**src/rtl/crc_frame_pkg.sv**
```systemverilog
// Shared types and helpers for the CRC frame serializer.
package crc_frame_pkg;

    typedef enum logic [1:0] {
        S_IDLE     = 2'd0,
        S_CRC_REQ  = 2'd1,
        S_CRC_WAIT = 2'd2,
        S_SEND     = 2'd3
    } state_t;

    localparam logic [7:0] SYNC_WORD_DEFAULT = 8'hA5;

    function automatic int unsigned frame_len(input int unsigned data_w,
                                              input int unsigned crc_w,
                                              input int unsigned sync_w);
        return data_w + crc_w + sync_w;
    endfunction

endpackage

```
**src/rtl/crc_frame_shifter.sv**
```systemverilog
// MSB-first frame shift register with bit counter and first/last-bit flags.
module crc_frame_shifter
    import crc_frame_pkg::*;
#(
    parameter int unsigned FRAME_LEN = 24
) (
    input  logic                 clk,
    input  logic                 rst,
    input  logic                 load_i,
    input  logic [FRAME_LEN-1:0] load_value_i,
    input  logic                 shift_i,
    output logic                 msb_o,
    output logic                 first_o,
    output logic                 last_o
);

    localparam int unsigned CNT_W = $clog2(FRAME_LEN);

    logic [FRAME_LEN-1:0] sreg_q;
    logic [CNT_W-1:0]     cnt_q;
    logic                 first_q;
    logic                 last_q;

    // Flags are kept as flops so they track the counter without extra decode.
    always_ff @(posedge clk) begin
        if (rst) begin
            sreg_q  <= '0;
            cnt_q   <= '0;
            first_q <= 1'b0;
            last_q  <= 1'b0;
        end else if (load_i) begin
            sreg_q  <= load_value_i;
            cnt_q   <= CNT_W'(FRAME_LEN - 1);
            first_q <= 1'b1;
            last_q  <= 1'b0;
        end else if (shift_i) begin
            sreg_q  <= {sreg_q[FRAME_LEN-2:0], 1'b0};
            first_q <= 1'b0;
            last_q  <= (cnt_q == CNT_W'(1));
            if (cnt_q != '0) begin
                cnt_q <= cnt_q - CNT_W'(1);
            end
        end
    end

    assign msb_o   = sreg_q[FRAME_LEN-1];
    assign first_o = first_q;
    assign last_o  = last_q;

endmodule

```
**src/rtl/crc_frame_serializer.sv**
```systemverilog
// Hands a word to the CRC generator, then serializes {sync, data, crc} MSB-first.
// The sync word prefix is enabled by defining CRC_FRAME_SYNC_EN.
module crc_frame_serializer
    import crc_frame_pkg::*;
#(
    parameter int unsigned            DATA_WIDTH     = 12,
    parameter int unsigned            CRC_WIDTH      = 4,
    parameter int unsigned            SYNC_WIDTH     = 8,
    parameter logic [SYNC_WIDTH-1:0]  SYNC_WORD      = SYNC_WIDTH'(SYNC_WORD_DEFAULT),
    parameter int unsigned            TIMEOUT_CYCLES = 64
) (
    input  logic                  clk,
    input  logic                  rst,
    input  logic                  in_valid,
    output logic                  in_ready,
    input  logic [DATA_WIDTH-1:0] in_data,
    output logic                  crc_start,
    output logic [DATA_WIDTH-1:0] crc_data,
    input  logic                  crc_done,
    input  logic [CRC_WIDTH-1:0]  crc_value,
    output logic                  tx_bit,
    output logic                  tx_valid,
    input  logic                  tx_ready,
    output logic                  tx_sof,
    output logic                  tx_eof,
    output logic                  busy,
    output logic                  err_timeout
);

`ifdef CRC_FRAME_SYNC_EN
    localparam int unsigned FRAME_LEN = frame_len(DATA_WIDTH, CRC_WIDTH, SYNC_WIDTH);
`else
    localparam int unsigned FRAME_LEN = frame_len(DATA_WIDTH, CRC_WIDTH, 0);
`endif
    localparam int unsigned WDOG_W = $clog2(TIMEOUT_CYCLES);

    state_t                state_q, state_d;
    logic [DATA_WIDTH-1:0] crc_data_q, crc_data_d;
    logic [WDOG_W-1:0]     wdog_q, wdog_d;
    logic                  done_q;
    logic                  in_ready_q;
    logic                  crc_start_q;
    logic                  tx_valid_q;
    logic                  busy_q;

    logic                  done_rise_c;
    logic                  load_c;
    logic                  shift_c;
    logic                  timeout_c;
    logic [FRAME_LEN-1:0]  load_value;
    logic                  sh_msb, sh_first, sh_last;

    // Without the sync word the truncating cast drops the SYNC_WORD bits.
    assign load_value  = FRAME_LEN'({SYNC_WORD, crc_data_q, crc_value});
    assign done_rise_c = crc_done & ~done_q;

    always_ff @(posedge clk) begin
        if (rst) begin
            state_q     <= S_IDLE;
            crc_data_q  <= '0;
            wdog_q      <= '0;
            done_q      <= 1'b0;
            in_ready_q  <= 1'b0;
            crc_start_q <= 1'b0;
            tx_valid_q  <= 1'b0;
            busy_q      <= 1'b0;
        end else begin
            state_q     <= state_d;
            crc_data_q  <= crc_data_d;
            wdog_q      <= wdog_d;
            done_q      <= crc_done;
            in_ready_q  <= (state_d == S_IDLE);
            crc_start_q <= (state_d == S_CRC_REQ);
            tx_valid_q  <= (state_d == S_SEND);
            busy_q      <= (state_d != S_IDLE);
        end
    end

    always_comb begin
        state_d    = state_q;
        crc_data_d = crc_data_q;
        wdog_d     = wdog_q;
        load_c     = 1'b0;
        shift_c    = 1'b0;
        timeout_c  = 1'b0;
        unique case (state_q)
            S_IDLE: begin
                if (in_valid && in_ready_q) begin
                    crc_data_d = in_data;
                    state_d    = S_CRC_REQ;
                end
            end
            S_CRC_REQ: begin
                wdog_d  = '0;
                state_d = S_CRC_WAIT;
            end
            S_CRC_WAIT: begin
                // A done edge in the final watchdog cycle still wins.
                if (done_rise_c) begin
                    load_c  = 1'b1;
                    state_d = S_SEND;
                end else if (wdog_q == WDOG_W'(TIMEOUT_CYCLES - 1)) begin
                    timeout_c = 1'b1;
                    state_d   = S_IDLE;
                end else begin
                    wdog_d = wdog_q + WDOG_W'(1);
                end
            end
            S_SEND: begin
                if (tx_valid_q && tx_ready) begin
                    shift_c = 1'b1;
                    if (sh_last) begin
                        state_d = S_IDLE;
                    end
                end
            end
            default: state_d = S_IDLE;
        endcase
    end

    crc_frame_shifter #(
        .FRAME_LEN (FRAME_LEN)
    ) u_shifter (
        .clk          (clk),
        .rst          (rst),
        .load_i       (load_c),
        .load_value_i (load_value),
        .shift_i      (shift_c),
        .msb_o        (sh_msb),
        .first_o      (sh_first),
        .last_o       (sh_last)
    );

    assign in_ready    = in_ready_q;
    assign crc_start   = crc_start_q;
    assign crc_data    = crc_data_q;
    assign tx_bit      = sh_msb;
    assign tx_valid    = tx_valid_q;
    assign tx_sof      = sh_first;
    assign tx_eof      = sh_last;
    assign busy        = busy_q;
    assign err_timeout = timeout_c & ~rst;

endmodule

```
**config.mk**
```make
export PLATFORM = sky130hd
export DESIGN_NAME = crc_frame_serializer
export DESIGN_NICKNAME = d
export VERILOG_FILES = /design/src/rtl/crc_frame_pkg.sv /design/src/rtl/crc_frame_shifter.sv /design/src/rtl/crc_frame_serializer.sv
export SDC_FILE = /design/constraint.sdc
export NUM_CORES = 1
export LEC_CHECK = 0
export ABC_CLOCK_PERIOD_IN_PS = 1500
export BUFFER_PORTS_ARGS = -buffer_cell sky130_fd_sc_hd__buf_2
export CORE_ASPECT_RATIO = 1.75
export CORE_MARGIN = 4
export CORE_UTILIZATION = 48
export DETAILED_ROUTE_END_ITERATION = 10
export GPL_TIMING_DRIVEN = 0
export PLACE_DENSITY = 0.71
export RECOVER_POWER = 25
export SLEW_MARGIN = 20
export SYNTH_ARGS = -nofsm -noshare
export SYNTH_HDL_FRONTEND = slang
export SYNTH_SLANG_ARGS = --single-unit
export TNS_END_PERCENT = 100
```
**constraint.sdc**
```tcl
create_clock -name clk -period 1.5 [get_ports clk]
set_clock_uncertainty 0.05 [all_clocks]
set_input_delay 0.375 -clock clk [delete_from_list [all_inputs] [get_ports clk]]
set_output_delay 0.375 -clock clk [all_outputs]
set_load 0.03 [all_outputs]
```
==> flow_summary_export.csv <==
group,metric,value,unit
timing,rsz0062_at_grt,"yes",
finish,nFillCells,335,
finish,final_cell_area,2589,um2
global_routing,grtUsageTotal,19.14,%
status,outcome,"finished, violations left",
synthesis,avgSynthCellArea,8.874,um2
finish,antenna_cells,0,
clocking,clk_latency,300,ps
timing,setup_ws,-298.9,ps
critical_path,arrival,1370,ps
power_and_ir_drop,power_density,1343,nW/um2
synthesis,synth_top_area_share,49.09,%
timing,slew_violations,0,
timing,finalCritPeriodShare,119.9,%
route,drt-initial-drc-count,47,
route,vias,1810,
timing,finalSetupViolCount,8,
finish,nets,304,
route,routed_wl,4.911,mm
synthesis,synth-seq-cells,47,
timing,slew-limit-headroom,65.74,%
timing,fmax,555.9,MHz
global_routing,grt_overflow_total,0,
clocking,cts-root-buf,"clkbuf_8",
synthesis,yosys_warnings,0,
timing,tightest_slew,513.9,ps
synthesis,synth_most_common_cell,"dfxtp_1",
die,die_area,5108,um2
finish,area_growth_syn_to_layout,35.05,%
finish,fin_util,66.96,%
global_routing,antenna_found_initial,0,
critical_path,cp_slowest_stage_delay,370,ps
power_and_ir_drop,power.total,0.003478,W
die,io_pins,41,
global_routing,grt_max_degree,14,
critical_path,slowest_stage,"dfxtp_4",
route,drc,0,
clocking,cts_buffers,5,
critical_path,r2r_start,"wdog_q[1]",
clocking,clkTransAtPathRegs,80,ps
global_routing,grt_pass1_wl,7.907,mm
power_and_ir_drop,ir_worst_vdd,0.9774,mV
status,violations,"negative setup slack",
min_path,whs_path_depth,3,
critical_path,reg2reg_to,"wdog_q[0]",
finish,stdcell_count,328,
synthesis,ys.flop_type,"dfxtp_1",
synthesis,synth_area_leaders,"dfxtp_1, nand2_1, a21oi_1",
route,vias_per_cell,5.518,
clocking,cts_tree,"done",
die,rows,30,
flow_run,maxCapViolations,0,
timing,period_needed,1799,ps
clocking,ctsHoldBuffers,0,
synthesis,ys_seq_area_share,49.09,%
critical_path,critPathCaptureType,"primary output",
die,die_h,91.60,um
clocking,clkSinkCount,47,
die,core-area,3866,um2
die,start_util,49.58,%
route,detail_route.first_pass.iterations,4,
synthesis,synth_top_area_cell,"dfxtp_1",
place,hpwl,3.221,mm
synthesis,synth.net_count,241,
synthesis,synth_edf_count,0,
clocking,cts_buffer_depth,2,
critical_path,cp.required,1070,ps
synthesis,syn_area,1917,um2
place,portBuffers,39,
synthesis,ys_types,42,
route,wl_per_cell,14.97,um
synthesis,async_flop_share,0,%
critical_path,crit_chain,"ha_4 -> nand3_4 -> nor2_4 -> nor4b_4 -> buf_6",
clocking,cts_max_level,2,
place,dp.cells,303,
critical_path,worstRegToRegCells,8,
global_routing,grt_pass1_vias,1755,
min_path,min_path_type,"in -> reg",
critical_path,path_class,"reg -> out",
synthesis,syn_inst,216,
route,antenna_left,0,
timing,finalHoldViolCount,0,
critical_path,cp-start-kind,"flip-flop",
finish,drive_above_1_share,33.21,%
place,pre_cts_ws,-211.7,ps
min_path,worstHoldStart,"in_data[8]",
min_path,whs_endpoint,"crc_data[8]",
die,die_x,55.77,um
place,place_congestion,0.7993,
critical_path,r2r_setup_slack,-230,ps
synthesis,synth_common_cells,"dfxtp_1, nand2_1, a21oi_1, a22oi_1, nor2_1",
place,dpl_cell_area,2211,um2
power_and_ir_drop,cellLeakagePower,0.9641,nW
critical_path,critPathMaxFanout,2,
## logic make-up (layout without fill, tap and decap cells)
| logic type | count (synthesis) | in the layout | synth area share [%] |
|---|---|---|---|
| multiplexers | 3 | 3 | 1.697 |
| AND/OR/NAND/NOR | 83 | 83 | 20.95 |
| XOR/XNOR | 2 | 2 | 0.9140 |
| flip-flops | 47 | 47 | 49.09 |
| adder cells (fa/ha/maj) | 4 | 4 | 2.611 |
| AO/OA/AOI/OAI | 62 | 62 | 21.15 |
| buffers and inverters | 15 | 79 | 3.590 |
## stage by stage
stage	setup TNS (ps)	hold WS, ps
4_1_cts	-603.4	251.2
5_1_grt	-1734	252.5
3_3_place_gp	-2141	393.1
3_5_place_dp	-2316	396.3
6_report	-1030	253.1
2_1_floorplan	-69.18	386.0
## power by group
part           switching (W)  total (W)  internal (W)
logic               0.000665    0.00114      0.000475
registers          0.0000979    0.00150       0.00140
clock network       0.000415   0.000836      0.000421
total                0.00118    0.00348       0.00230
## critical path, delay by kind of cell (launching register included)
kind          cells  cell delay (ps)
flops             1              370
fa+ha+maj         1              150
simple gates      3              390
buf+inv           1              160
## area by class of cell
type | instances | area [um2] | area share, %
buffer | 11 | 80.08 | 3.093
clock buffer | 8 | 100.1 | 3.867
inverter | 3 | 11.26 | 0.4350
multi-input combinational | 154 | 1035 | 39.97
sequential | 47 | 957.2 | 36.97
tap | 48 | 60.06 | 2.320
timing repair buffer | 57 | 345.3 | 13.34
## what timing repair did
action,in CTS,in global routing
endpoints found under the setup margin,24,40
pin swaps,6,12
hold endpoints to repair,0,0
setup buffers,8,10
gates resized for setup,23,19
## state kept, by name, indices dropped and copies added (netlist names)
name,flops
busy,1
crc_data,12
crc_start,1
done_q,1
in_ready,1
state_q,2
tx_valid,1
u_shifter.cnt_q,4
u_shifter.first_o,1
u_shifter.last_o,1
u_shifter.sreg_q,16
wdog_q,6
## placed cells by master (no fill, tap or decap), types with 3 or more instances in the layout
master / Yosys / layout
a21oi_1: 33 / 31
inv_1: 3 / 3
dfxtp_1: 47 / 40
buf_2: 4 / 28
buf_4: 0 / 15
clkbuf_2: 0 / 3
a22oi_1: 16 / 15
dfxtp_4: 0 / 3
clkbuf_1: 7 / 13
nand2_1: 45 / 44
nand3_1: 5 / 4
buf_6: 1 / 8
dfxtp_2: 0 / 4
clkbuf_8: 0 / 7
ha_1: 4 / 3
nor2_1: 12 / 11
## routing by layer
layer  GRT usage (%)  vias to the layer above  routed length (um)
met2           34.78                       43                2680
met1           19.95                      868                1921
li1                -                      888                   -
met4           9.128                        0                 124
met5               0                        -                   0
met3           4.836                       11                 184
## worst max-delay path by stage
stage | startpoint | endpoint | slack [ps] | cells past startpoint
4_1_cts | wdog_q[1] | err_timeout | -300 | 5
6_report | wdog_q[1] | err_timeout | -300 | 5
2_1_floorplan | wdog_q[0] | err_timeout | -70 | 4
3_3_place_gp | rst | err_timeout | -180 | 4
5_1_grt | wdog_q[1] | err_timeout | -350 | 5
3_5_place_dp | rst | err_timeout | -210 | 4
No activity file was read; power rests on OpenSTA's default activity.
